<file path="src/rtl/filtro_rebote_multi_pkg.sv">
// Shared definitions for the multi-channel push-button debouncer:
// repeat FSM encoding and a counter width helper.
package filtro_rebote_multi_pkg;

   typedef enum logic [1:0] {
      REP_IDLE  = 2'd0,
      REP_DELAY = 2'd1,
      REP_RATE  = 2'd2
   } rep_state_e;

   // Bits needed to hold 0..max_val, never less than one bit.
   function automatic int cnt_w(input int max_val);
      if (max_val < 1) return 1;
      return $clog2(max_val + 1);
   endfunction

endpackage

</file>
<file path="src/rtl/filtro_rebote_multi_if.sv">
// Button bundle between the board buttons and the debouncer: raw levels in,
// filtered level, edge pulses, repeat pulses and the shared sample tick out.
interface filtro_rebote_multi_if #(
   parameter int NUM_CH = 4
);
   logic [NUM_CH-1:0] iPushBtn;
   logic [NUM_CH-1:0] oPushBtn;
   logic [NUM_CH-1:0] oPress;
   logic [NUM_CH-1:0] oRelease;
   logic [NUM_CH-1:0] oRepeat;
   logic              oTick;

   modport master (
      output iPushBtn,
      input  oPushBtn, oPress, oRelease, oRepeat, oTick
   );

   modport slave (
      input  iPushBtn,
      output oPushBtn, oPress, oRelease, oRepeat, oTick
   );
endinterface

</file>
<file path="src/rtl/filtro_rebote_canal.sv">
// One debounced button channel: 2-flop synchroniser, DEPTH-sample history,
// filtered level with press/release pulses and an optional hold-to-repeat FSM.
module filtro_rebote_canal
   import filtro_rebote_multi_pkg::*;
#(
   parameter int DEPTH        = 4,
   parameter int REPEAT_EN    = 1,
   parameter int REPEAT_DELAY = 20,
   parameter int REPEAT_RATE  = 5
) (
   input  logic Clock,
   input  logic Reset,
   input  logic tick_i,
   input  logic btn_i,
   output logic level_o,
   output logic press_o,
   output logic release_o,
   output logic repeat_o
);

   logic             sync1_q, sync2_q;
   logic [DEPTH-1:0] hist_q, hist_d;
   logic             level_q, level_d;
   logic             press_q, release_q;
   logic             rise, fall;

   always_comb begin
      hist_d = hist_q;
      if (tick_i) hist_d = {hist_q[DEPTH-2:0], sync2_q};
      // A mixed history keeps whatever level was last established.
      level_d = level_q;
      if (&hist_q)       level_d = 1'b1;
      else if (~|hist_q) level_d = 1'b0;
   end

   assign rise = level_d & ~level_q;
   assign fall = ~level_d & level_q;

   always_ff @(posedge Clock) begin
      if (Reset) begin
         sync1_q   <= 1'b0;
         sync2_q   <= 1'b0;
         hist_q    <= '0;
         level_q   <= 1'b0;
         press_q   <= 1'b0;
         release_q <= 1'b0;
      end else begin
         sync1_q   <= btn_i;
         sync2_q   <= sync1_q;
         hist_q    <= hist_d;
         level_q   <= level_d;
         press_q   <= rise;
         release_q <= fall;
      end
   end

   assign level_o   = level_q;
   assign press_o   = press_q;
   assign release_o = release_q;

   generate
      if (REPEAT_EN != 0) begin : g_rep
         localparam int RMAX = (REPEAT_DELAY > REPEAT_RATE) ? REPEAT_DELAY : REPEAT_RATE;
         localparam int RW   = cnt_w(RMAX);

         rep_state_e    state_q;
         logic [RW-1:0] rcnt_q, rcnt_inc;
         logic          rep_q;
         logic          tick_p1_q;

         assign rcnt_inc = rcnt_q + RW'(1);

         // Ticks are counted one cycle late so they line up with level changes,
         // keeping repeat pulses a whole number of tick periods after the press.
         always_ff @(posedge Clock) begin
            if (Reset) begin
               state_q   <= REP_IDLE;
               rcnt_q    <= '0;
               rep_q     <= 1'b0;
               tick_p1_q <= 1'b0;
            end else begin
               tick_p1_q <= tick_i;
               rep_q     <= 1'b0;
               if (fall) begin
                  state_q <= REP_IDLE;
                  rcnt_q  <= '0;
               end else begin
                  case (state_q)
                     REP_IDLE: begin
                        if (rise) begin
                           state_q <= REP_DELAY;
                           rcnt_q  <= '0;
                        end
                     end
                     REP_DELAY: begin
                        if (tick_p1_q) begin
                           if (rcnt_inc == RW'(REPEAT_DELAY)) begin
                              rep_q   <= 1'b1;
                              rcnt_q  <= '0;
                              state_q <= REP_RATE;
                           end else begin
                              rcnt_q <= rcnt_inc;
                           end
                        end
                     end
                     REP_RATE: begin
                        if (tick_p1_q) begin
                           if (rcnt_inc == RW'(REPEAT_RATE)) begin
                              rep_q  <= 1'b1;
                              rcnt_q <= '0;
                           end else begin
                              rcnt_q <= rcnt_inc;
                           end
                        end
                     end
                     default: begin
                        state_q <= REP_IDLE;
                        rcnt_q  <= '0;
                     end
                  endcase
               end
            end
         end

         assign repeat_o = rep_q;
      end else begin : g_norep
         assign repeat_o = 1'b0;
      end
   endgenerate

endmodule

</file>
<file path="src/rtl/filtro_rebote_multi.sv">
// N-channel push-button debouncer: one shared sample-tick divider feeding
// independent per-channel filters.
module filtro_rebote_multi
   import filtro_rebote_multi_pkg::*;
#(
   parameter int NUM_CH       = 4,
   parameter int TICK_DIV     = 3000000,
   parameter int DEPTH        = 4,
   parameter int REPEAT_EN    = 1,
   parameter int REPEAT_DELAY = 20,
   parameter int REPEAT_RATE  = 5
) (
   input  logic                  Clock,
   input  logic                  Reset,
   filtro_rebote_multi_if.slave  bus
);

   localparam int TW = cnt_w(TICK_DIV - 1);

   logic [TW-1:0]     tick_cnt_q, tick_cnt_d;
   logic              wrap, tick;
   logic [NUM_CH-1:0] level_v, press_v, release_v, repeat_v;

   assign wrap       = (tick_cnt_q == TW'(TICK_DIV - 1));
   assign tick_cnt_d = wrap ? '0 : tick_cnt_q + TW'(1);
   // Gated so a held reset forces the tick output low even when TICK_DIV is 1.
   assign tick       = wrap & ~Reset;

   always_ff @(posedge Clock) begin
      if (Reset) tick_cnt_q <= '0;
      else       tick_cnt_q <= tick_cnt_d;
   end

   for (genvar g = 0; g < NUM_CH; g++) begin : g_ch
      filtro_rebote_canal #(
         .DEPTH        (DEPTH),
         .REPEAT_EN    (REPEAT_EN),
         .REPEAT_DELAY (REPEAT_DELAY),
         .REPEAT_RATE  (REPEAT_RATE)
      ) u_canal (
         .Clock     (Clock),
         .Reset     (Reset),
         .tick_i    (tick),
         .btn_i     (bus.iPushBtn[g]),
         .level_o   (level_v[g]),
         .press_o   (press_v[g]),
         .release_o (release_v[g]),
         .repeat_o  (repeat_v[g])
      );
   end

   assign bus.oPushBtn = level_v;
   assign bus.oPress   = press_v;
   assign bus.oRelease = release_v;
   assign bus.oRepeat  = repeat_v;
   assign bus.oTick    = tick;

endmodule

</file>
<file path="src/flat_wrapper.sv">
// flat-port wrapper written by rule: the top's interface ports become plain ports
module filtro_rebote_multi_flat import filtro_rebote_multi_pkg::*;
#(
   parameter int NUM_CH       = 4,
   parameter int TICK_DIV     = 3000000,
   parameter int DEPTH        = 4,
   parameter int REPEAT_EN    = 1,
   parameter int REPEAT_DELAY = 20,
   parameter int REPEAT_RATE  = 5
)
  (Clock, Reset, bus_iPushBtn, bus_oPushBtn, bus_oPress, bus_oRelease, bus_oRepeat, bus_oTick);
  filtro_rebote_multi_if #(.NUM_CH(NUM_CH)) bus_i ();
  input  logic Clock;
  input  logic Reset;
  input wire logic [$bits(bus_i.iPushBtn)-1:0] bus_iPushBtn;
  output wire logic [$bits(bus_i.oPushBtn)-1:0] bus_oPushBtn;
  output wire logic [$bits(bus_i.oPress)-1:0] bus_oPress;
  output wire logic [$bits(bus_i.oRelease)-1:0] bus_oRelease;
  output wire logic [$bits(bus_i.oRepeat)-1:0] bus_oRepeat;
  output wire logic [$bits(bus_i.oTick)-1:0] bus_oTick;
  assign bus_i.iPushBtn = bus_iPushBtn;
  assign bus_oPushBtn = bus_i.oPushBtn;
  assign bus_oPress = bus_i.oPress;
  assign bus_oRelease = bus_i.oRelease;
  assign bus_oRepeat = bus_i.oRepeat;
  assign bus_oTick = bus_i.oTick;
  filtro_rebote_multi #(.NUM_CH(NUM_CH), .TICK_DIV(TICK_DIV), .DEPTH(DEPTH), .REPEAT_EN(REPEAT_EN), .REPEAT_DELAY(REPEAT_DELAY), .REPEAT_RATE(REPEAT_RATE)) u_core (.Clock(Clock), .Reset(Reset), .bus(bus_i));
endmodule
</file>
<file path="config.mk">
export PLATFORM = sky130hd
export DESIGN_NAME = filtro_rebote_multi_flat
export DESIGN_NICKNAME = d
export VERILOG_FILES = /design/src/rtl/filtro_rebote_multi_pkg.sv /design/src/rtl/filtro_rebote_multi_if.sv /design/src/rtl/filtro_rebote_canal.sv /design/src/rtl/filtro_rebote_multi.sv /design/src/flat_wrapper.sv
export SDC_FILE = /design/constraint.sdc
export NUM_CORES = 1
export LEC_CHECK = 0
export ABC_CLOCK_PERIOD_IN_PS = 1700
export BUFFER_PORTS_ARGS = -buffer_cell sky130_fd_sc_hd__buf_2
export CORE_MARGIN = 1
export CORE_UTILIZATION = 52
export CTS_CLUSTER_SIZE = 16
export DETAILED_ROUTE_END_ITERATION = 8
export GPL_TIMING_DRIVEN = 0
export PLACE_DENSITY = 0.72
export SYNTH_ARGS = -nofsm -noshare
export SYNTH_HDL_FRONTEND = slang
export SYNTH_SLANG_ARGS = --single-unit
</file>
<file path="constraint.sdc">
create_clock -name Clock -period 1.7 [get_ports Clock]
set_input_delay 0.17 -clock Clock [delete_from_list [all_inputs] [get_ports Clock]]
set_output_delay 0.17 -clock Clock [all_outputs]
set_load 0.01 [all_outputs]
</file>
==> results of run 1 <==
-- layout make-up --
class                           instances  area share [%]
Buffer                                 27            3.62
Clock buffer                           11            2.48
Clock inverter                          4           0.483
Inverter                               30            1.97
Multi-Input combinational cell        373            50.1
Sequential cell                        91            33.0
Tap cell                              108            2.37
Timing Repair Buffer                   46            5.97
-- cell families after synthesis --
logic type / count (synthesis) / synth area share [%]
simple gates: 212 / 25.4
compound gates: 109 / 16.5
flops: 91 / 39.4
buf+inv: 59 / 6.71
fa+ha+maj: 25 / 6.76
xor+xnor: 24 / 4.55
mux: 3 / 0.676
-- sequential cells by signal (all words and copies together), names as in the netlist --
name                                 flops
u_core.g_ch.u_canal.repeat_o             4
u_core.g_ch.u_canal.release_o            4
u_core.g_ch.u_canal.sync2_q              4
u_core.tick_cnt_q                       22
u_core.g_ch.u_canal.level_o              4
u_core.g_ch.u_canal.g_rep.rcnt_q        20
u_core.g_ch.u_canal.g_rep.state_q        8
u_core.g_ch.u_canal.g_rep.tick_p1_q      1
u_core.g_ch.u_canal.hist_q              16
u_core.g_ch.u_canal.sync1_q              4
u_core.g_ch.u_canal.press_o              4
-- per-layer routing --
| metal | vias to the layer above | GRT usage [%] |
|---|---|---|
| met5 | - | 0 |
| met4 | 0 | 5.39 |
| met3 | 10 | 4.58 |
| met2 | 62 | 34.2 |
| met1 | 1833 | 30.0 |
| li1 | 1969 | - |
-- worst max path at each step --
stage | start | end | slack [ps] | cells after the start
after detailed placement | u_core.tick_cnt_q[1] | bus_oTick | -260 | 8
after floorplan | u_core.tick_cnt_q[0] | u_core.g_ch[0].u_canal.hist_q[3] | -20 | 9
after global routing | u_core.tick_cnt_q[1] | bus_oTick | -270 | 7
after global placement | u_core.tick_cnt_q[0] | bus_oTick | -250 | 8
after CTS | u_core.tick_cnt_q[0] | bus_oTick | -210 | 8
final | u_core.tick_cnt_q[1] | bus_oTick | -210 | 7
-- repair_timing --
action                                  CTS  global route
buffers inserted                         16             6
gates cloned                              1             2
endpoints found under the setup margin   61            63
pin swaps                                 9            29
resized for setup                        51            80
-- Yosys cell counts (all sizes together), types with 5 or more instances --
cell type,count
nand3,26
nor2b,15
nand4,14
ha,25
and3,10
inv,30
clkbuf,6
and4,7
a22o,18
dfxtp,91
xnor2,9
xor2,15
o21ai,28
a21oi,19
buf,23
a211oi,5
nor3b,11
nand2b,10
nor2,49
nand2,30
nor3,13
-- report_power, final --
part	internal (mW)	switching (mW)	total, mW
logic	0.290	0.361	0.651
registers	2.16	0.0363	2.20
clock network	0.562	0.746	1.31
total	3.01	1.14	4.16
-- metrics by stage --
step | util [%] | setup slack [ps] | total power, mW | cell area [sq um]
detailed placement | 56.5 | -261 | 2.65 | 4910
global placement | 56.5 | -249 | 2.63 | 4910
CTS | 61.6 | -214 | 4.01 | 5350
finish | 65.7 | -206 | 4.16 | 5700
global route | 65.7 | -267 | 4.32 | 5700
floorplan | - | -17.4 | 2.56 | 4670
==> flow_summary.toml, run 1 <==
[placed_design]
port_buffers = 21
dp_hpwl_microns = 6580
placed_cells = 652
gp_congestion = 0.811

[layout]
layout.nets = 609
fillCellCount = 726
syn_to_final_growth_pct = 23.3
final_common_cell = "dfxtp_1"
instances_no_fill = 690
multi_input_area_sq_um = 2850
antenna_cells = 0
mostFrequentLayoutCells = "dfxtp_1 (67), buf_4 (37), nor2_1 (36)"
drive_gt1_share_pct = 31.3
seqCellArea_sq_um = 1880

[detailed_routing]
met2_length_microns = 4700
num_vias = 3874
wl_met3_microns = 294
viasPerCell = 5.61
drtIter0Drc = 162
antenna_left = 0
drt-wirelength-per-cell_microns = 14.2
top_layer_used = "met4"
drc_errors = 0
wl_met1_microns = 4770
routed_wirelength_microns = 9830
first_pass_iters = 4

[worst_setup_path]
path_cells = "ha_4 > and4_4 > nand2_2 > nand4b_4 > nor3_4 > buf_6 > buf_6"
r2r-end = "u_core.g_ch[1].u_canal.hist_q[0]"
crit_path_end_kind = "output port"
cp_common_cell = "buf_6"
r2r_cells = 9
critical_path_required_ps = 1530
cp_max_fo = 2
critical_path_class = "reg2out"
cp.arrival_ps = 1740
critPathMaxStageDelay_ps = 360
critPathLaunchType = "flip-flop"
path_buf_inv = 2
critPathTopFamily = "simple AND/OR/NAND/NOR gates"
regToRegStartpoint = "u_core.tick_cnt_q[1]"
r2r_slack_ps = -140
crit_slowest_cell = "dfxtp_2"

[global_routing]
grt_overflow = 0
grt_pass1_wl_microns = 15700
antenna_found_initial = 0
grtUsageTotal_pct = 21.6
grt_max_degree = 15
grt_pass1_vias = 3393

[timing]
fin_ws_ps = -206
min_period_ps = 1910
rsz0062_at_grt = "true"
slew_viol_final = 0
fin_skew_ps = 11.1
hold_viol = 0
finalSetupTns_ps = -3390
fmax_ghz = 0.525
whs_ps = 32.8
slew_headroom_pct = 64.9
setup_viol = 40
worst_slew_pin_slew_ps = 527
period_share_pct = 112

[worst_hold_path]
min_path_cells = 2
hold_path_class = "in2reg"
hp-start = "bus_iPushBtn[3]"
whs_endpoint = "u_core.g_ch[3].u_canal.sync1_q"

[pwr]
powerDensity_nw_per_um2 = 729
power.static_leakage_nw = 2.11
ir_worst_vdd_mv = 0.384

[flow_run]
drv_cap = 0

[synth]
synth_cell_type_count = 62
synth_top_area_share_pct = 39.4
yosysSeqAreaShare_pct = 39.4
ys.flop_type = "dfxtp_1"
ys_top_cells_by_area = "dfxtp_1 (39%), ha_1 (6.8%), nor2_1 (4.0%), a22o_1 (3.4%), xor2_1 (2.8%)"
synth.net_count = 554
ys_ff_latch = 91
synthArstFlopShare_pct = 0
ys_warn_count = 0
synth_edf_count = 0
syn_area_sq_um = 4620
syn_area_per_cell_sq_um = 8.84
syn_inst = 523
yosys.area.top_type = "dfxtp_1"

[cts]
hold_buffers = 0
h-tree-depth = 3
cts_made_buffers = 9
clkLatencyLatePin_ps = 350
cts_tree = "built"
cts_root_buffer = "clkbuf_8"
clk_path_buf_depth = 2
cts_sinks = 91
clk_pin_slew_ps = 80

[floorplan]
dieArea_sq_um = 9270
die_y_microns = 96.3
start_util_pct = 53.3
die_x_microns = 96.3
core_sq_um = 8680
io_pins = 23
core.rowCount = 34

[status]
outcome = "complete, but fails checks"
violations = "negative setup slack"
(Power assumes the default switching activity.)
==> run 2, diff against run 1 <==
--- a/config.mk
+++ b/config.mk
@@ -9,2 +9,3 @@
 export BUFFER_PORTS_ARGS = -buffer_cell sky130_fd_sc_hd__buf_2
+export CAP_MARGIN = 20
 export CORE_MARGIN = 1
==> constraint.sdc (replaced) <==
create_clock -name Clock -period 1.7 [get_ports Clock]
set_input_delay 0.085 -clock Clock [delete_from_list [all_inputs] [get_ports Clock]]
set_output_delay 0.085 -clock Clock [all_outputs]
set_load 0.01 [all_outputs]
==> flow_summary.toml, run 2 (same netlist as run 1, synthesis figures left out) <==
[status]
outcome = "complete, but fails checks"
violations = "negative setup slack"

[worst_hold_path]
min_path_cells = 3
hold_path_class = "in2reg"

[timing]
slew_viol_final = 0
worst_slew_pin_slew_ps = 551
hold_viol = 0
fin_skew_ps = 15.3
rsz0062_at_grt = "true"
fin_ws_ps = -125
finalSetupTns_ps = -1960
slew_headroom_pct = 63.3
min_period_ps = 1820
setup_viol = 40
fmax_ghz = 0.548
period_share_pct = 107

[floorplan]
core_sq_um = 8680
start_util_pct = 53.3
core.rowCount = 34
die_x_microns = 96.3
die_y_microns = 96.3
io_pins = 23
dieArea_sq_um = 9270

[detailed_routing]
drc_errors = 0
antenna_left = 0
num_vias = 3898
routed_wirelength_microns = 9720
first_pass_iters = 4
viasPerCell = 5.63
top_layer_used = "met4"
wl_met3_microns = 309
wl_met1_microns = 4790
met2_length_microns = 4560
drtIter0Drc = 149
drt-wirelength-per-cell_microns = 14.1

[cts]
clk_pin_slew_ps = 90
cts_sinks = 91
clkLatencyLatePin_ps = 360
h-tree-depth = 3
cts_root_buffer = "clkbuf_8"
clk_path_buf_depth = 2
cts_tree = "built"
cts_made_buffers = 9

[layout]
multi_input_area_sq_um = 2810
largest_reg_flops = 22
antenna_cells = 0
final_common_cell = "dfxtp_1"
mostFrequentLayoutCells = "dfxtp_1 (67), nor2_1 (47), buf_4 (37)"
seqCellArea_sq_um = 1880
regMostFlops = "u_core.tick_cnt_q"
drive_gt1_share_pct = 29.1
largestRegisters = "u_core.tick_cnt_q x22, u_core.g_ch.u_canal.g_rep.rcnt_q x20, u_core.g_ch.u_canal.hist_q x16"
syn_to_final_growth_pct = 22.2
fillCellCount = 740
layout.nets = 611

[worst_setup_path]
critical_path_required_ps = 1620
cp.arrival_ps = 1740
critPathLaunchType = "flip-flop"
cp_max_fo = 3
r2r_cells = 9
critical_path_class = "reg2out"
crit_path_end_kind = "output port"

[global_routing]
grt_overflow = 0
grt_pass1_wl_microns = 15500
grtUsageTotal_pct = 21.4
antenna_found_initial = 0
grt_pass1_vias = 3385
grt_max_degree = 18

[placed_design]
dp_worst_setup_slack_ps = -239
dp_hpwl_microns = 6580
port_buffers = 21
gp_congestion = 0.811

[pwr]
clkPwrFrac_pct = 31.7
power.share.switching_pct = 27.6
p_sw_mw = 1.14
power.static_leakage_nw = 2.12
ir_worst_vdd_mv = 0.392
powerDensity_nw_per_um2 = 735
p_int_mw = 3.01
p_seq_share_pct = 52.9
combPwrFrac_pct = 15.4

[flow_run]
drv_cap = 0
-- run 2: final timing paths --
check                                  from                                     end  slack (ps)
max                    u_core.tick_cnt_q[1]                               bus_oTick        -120
min                                   Reset  u_core.g_ch[2].u_canal.g_rep.rcnt_q[2]         430
max reg2reg            u_core.tick_cnt_q[1]                    u_core.tick_cnt_q[6]         -90
min reg2reg  u_core.g_ch[3].u_canal.sync1_q          u_core.g_ch[3].u_canal.sync2_q         440
-- run 2: critical path, stage by stage (launching register included) --
cell and delay (ps):
dfxtp_2 360, ha_4 140, and4_4 200, nand2_2 50
nand4b_4 200, nor3_4 220, buf_6 130, buf_6 90
-- run 2: layout make-up --
cell class | instances | share of cell area [%]
sequential | 91 | 33.3
multi-input combinational | 373 | 49.8
timing repair buffer | 49 | 6.13
inverter | 30 | 1.99
clock inverter | 4 | 0.487
buffer | 26 | 3.39
clock buffer | 11 | 2.50
tap | 108 | 2.39
-- run 2: layer usage --
metal / GRT usage, % / vias up
li1: - / 1970
met4: 5.39 / 0
met2: 33.8 / 58
met3: 4.58 / 6
met1: 29.6 / 1864
met5: 0 / -
-- run 2: metrics by stage --
| step | hold slack [ps] | cell area [sq um] | instances | util [%] | power [mW] |
|---|---|---|---|---|---|
| final | 426 | 5650 | 692 | 65.1 | 4.15 |
| after global routing | 447 | 5650 | 692 | 65.1 | 4.31 |
| after CTS | 419 | 5360 | 685 | 61.8 | 4.01 |
| after detailed placement | 298 | 4910 | 652 | 56.5 | 2.65 |
| after global placement | 296 | 4910 | 652 | 56.5 | 2.63 |
| after floorplan | 213 | 4670 | 523 | - | 2.56 |
-- run 2: power by group through the flow --
stage / clock network (mW) / registers [mW] / logic [mW]
floorplan: 0 / 2.24 / 0.317
global placement: 0 / 2.24 / 0.390
detailed placement: 0 / 2.24 / 0.404
CTS: 1.34 / 2.19 / 0.480
global route: 1.43 / 2.20 / 0.681
finish: 1.31 / 2.20 / 0.639
-- run 2: repair_timing --
| item | CTS | global route |
|---|---|---|
| endpoints found under the hold margin | 4 | 0 |
| gates cloned | 0 | 3 |
| pin swaps | 11 | 22 |
| hold buffers | 4 | 0 |
| setup endpoints to repair | 61 | 63 |
| gates resized for setup | 50 | 66 |
| buffers inserted | 16 | 6 |
==> run 3, diff against run 2 <==
CORE_UTILIZATION = 40   (was 52)
PLACE_DENSITY = unset   (was 0.72)
SLEW_MARGIN = 20   (was unset)
==> flow_summary.toml, run 3 (same netlist as run 1, synthesis figures left out) <==
[status]
outcome = "complete, but fails checks"
violations = "negative setup slack"

[placed_design]
gp_congestion = 0.843
dp_hpwl_microns = 6680
placed_cells = 684
port_buffers = 21

[detailed_routing]
drt-wirelength-per-cell_microns = 14.3
num_vias = 3945
viasPerCell = 5.41
first_pass_iters = 4
drc_errors = 0
routed_wirelength_microns = 10400
drtIter0Drc = 214
antenna_left = 0

[pwr]
clkPwrFrac_pct = 43.4
power.static_leakage_nw = 2.23
combPwrFrac_pct = 12.6
p_int_mw = 3.79
p_seq_share_pct = 44.1
powerDensity_nw_per_um2 = 843
p_sw_mw = 1.19
ir_worst_vdd_mv = 0.491
power.share.switching_pct = 23.9

[timing]
slew_viol_final = 0
fmax_ghz = 0.549
rsz0062_at_grt = "true"
worst_slew_pin_slew_ps = 589
fin_ws_ps = -121
period_share_pct = 107
slew_headroom_pct = 60.8
finalSetupTns_ps = -1160
hold_viol = 0
setup_viol = 26
fin_skew_ps = 9.47
min_period_ps = 1820

[cts]
clkLatencyLatePin_ps = 350
clk_path_buf_depth = 2
cts_tree = "built"
cts_sinks = 91
cts_root_buffer = "clkbuf_16"
cts_made_buffers = 9
h-tree-depth = 3
clk_pin_slew_ps = 60

[floorplan]
die_x_microns = 110
io_pins = 23
die_y_microns = 110
dieArea_sq_um = 12000
core.rowCount = 38
start_util_pct = 41.9
core_sq_um = 11000

[layout]
fillCellCount = 1019
final_common_cell = "dfxtp_1"
largest_reg_flops = 22
drive_gt1_share_pct = 30.4
mostFrequentLayoutCells = "dfxtp_1 (63), nor2_1 (47), buf_4 (39)"
syn_to_final_growth_pct = 27.7
instances_no_fill = 729
utilization_pct = 53.5
largestRegisters = "u_core.tick_cnt_q x22, u_core.g_ch.u_canal.g_rep.rcnt_q x20, u_core.g_ch.u_canal.hist_q x16"
regMostFlops = "u_core.tick_cnt_q"
layout.nets = 615
antenna_cells = 0

[global_routing]
grt_pass1_vias = 3713
grt_max_degree = 15
grtUsageTotal_pct = 17.9
grt_pass1_wl_microns = 16800
antenna_found_initial = 0
grt_overflow = 0

[worst_setup_path]
crit_path_end_kind = "output port"
critical_path_required_ps = 1620
critical_path_class = "reg2out"
cp.arrival_ps = 1740
cp_max_fo = 3
critPathLaunchType = "flip-flop"

[flow_run]
drv_cap = 0

[worst_hold_path]
hold_path_class = "in2reg"
-- run 3: worst paths after layout --
path                                        from  depth (start not counted)                                endpoint  slack [ps]
setup / recovery            u_core.tick_cnt_q[1]                          7                               bus_oTick        -120
hold / removal                             Reset                          3  u_core.g_ch[3].u_canal.g_rep.rcnt_q[3]         430
setup reg to reg            u_core.tick_cnt_q[1]                          9                    u_core.tick_cnt_q[9]         -60
hold reg to reg   u_core.g_ch[3].u_canal.sync1_q                          1          u_core.g_ch[3].u_canal.sync2_q         440
-- run 3: worst max-delay path, cell delays in order, from the launching register on --
cell,delay [ps]
dfxtp_2,350
ha_4,140
and4_4,210
nand2_2,50
nand4b_4,200
nor3_4,210
buf_6,130
buf_6,100
-- run 3: power groups by stage --
stage                     Sequential [mW]  Clock, mW  Combinational [mW]
after floorplan                      2.24          0               0.317
after global placement               2.24          0               0.402
after detailed placement             2.25          0               0.409
after CTS                            2.19       2.21               0.505
after global routing                 2.20       2.29               0.683
final                                2.19       2.16               0.626
-- run 3: cell type report --
class | instances | area [sq um] | area share [%]
Multi-Input combinational cell | 373 | 2820 | 47.8
Sequential cell | 91 | 1880 | 31.8
Timing Repair Buffer | 52 | 389 | 6.59
Clock buffer | 12 | 246 | 4.18
Buffer | 27 | 206 | 3.50
Tap cell | 140 | 175 | 2.97
Inverter | 30 | 113 | 1.91
Clock inverter | 4 | 73.8 | 1.25
-- run 3: what timing repair did --
item	4_1_cts	5_1_grt
gates cloned	2	1
setup buffers	17	7
hold buffers	4	0
resized for setup	56	64
pin swaps	12	15
setup endpoints to repair	62	58
endpoints found under the hold margin	4	0
-- run 3: through the flow --
step	power [mW]	setup slack, ps	area [sq um]	hold slack [ps]
after global placement	2.65	-207	4950	301
after global routing	5.17	-176	5900	461
final	4.98	-121	5900	430
after CTS	4.90	-149	5630	427
after detailed placement	2.65	-237	4950	300
after floorplan	2.56	-17.4	4670	213
-- run 3: routing by layer --
layer	GRT usage, %	routed length (microns)	part of all wire [%]	up-vias
met4	6.38	132	1.3	0
met2	28.3	4860	47	71
met5	0	0	0	-
met3	3.91	325	3.1	13
met1	23.8	5090	49	1884
li1	-	-	-	1977
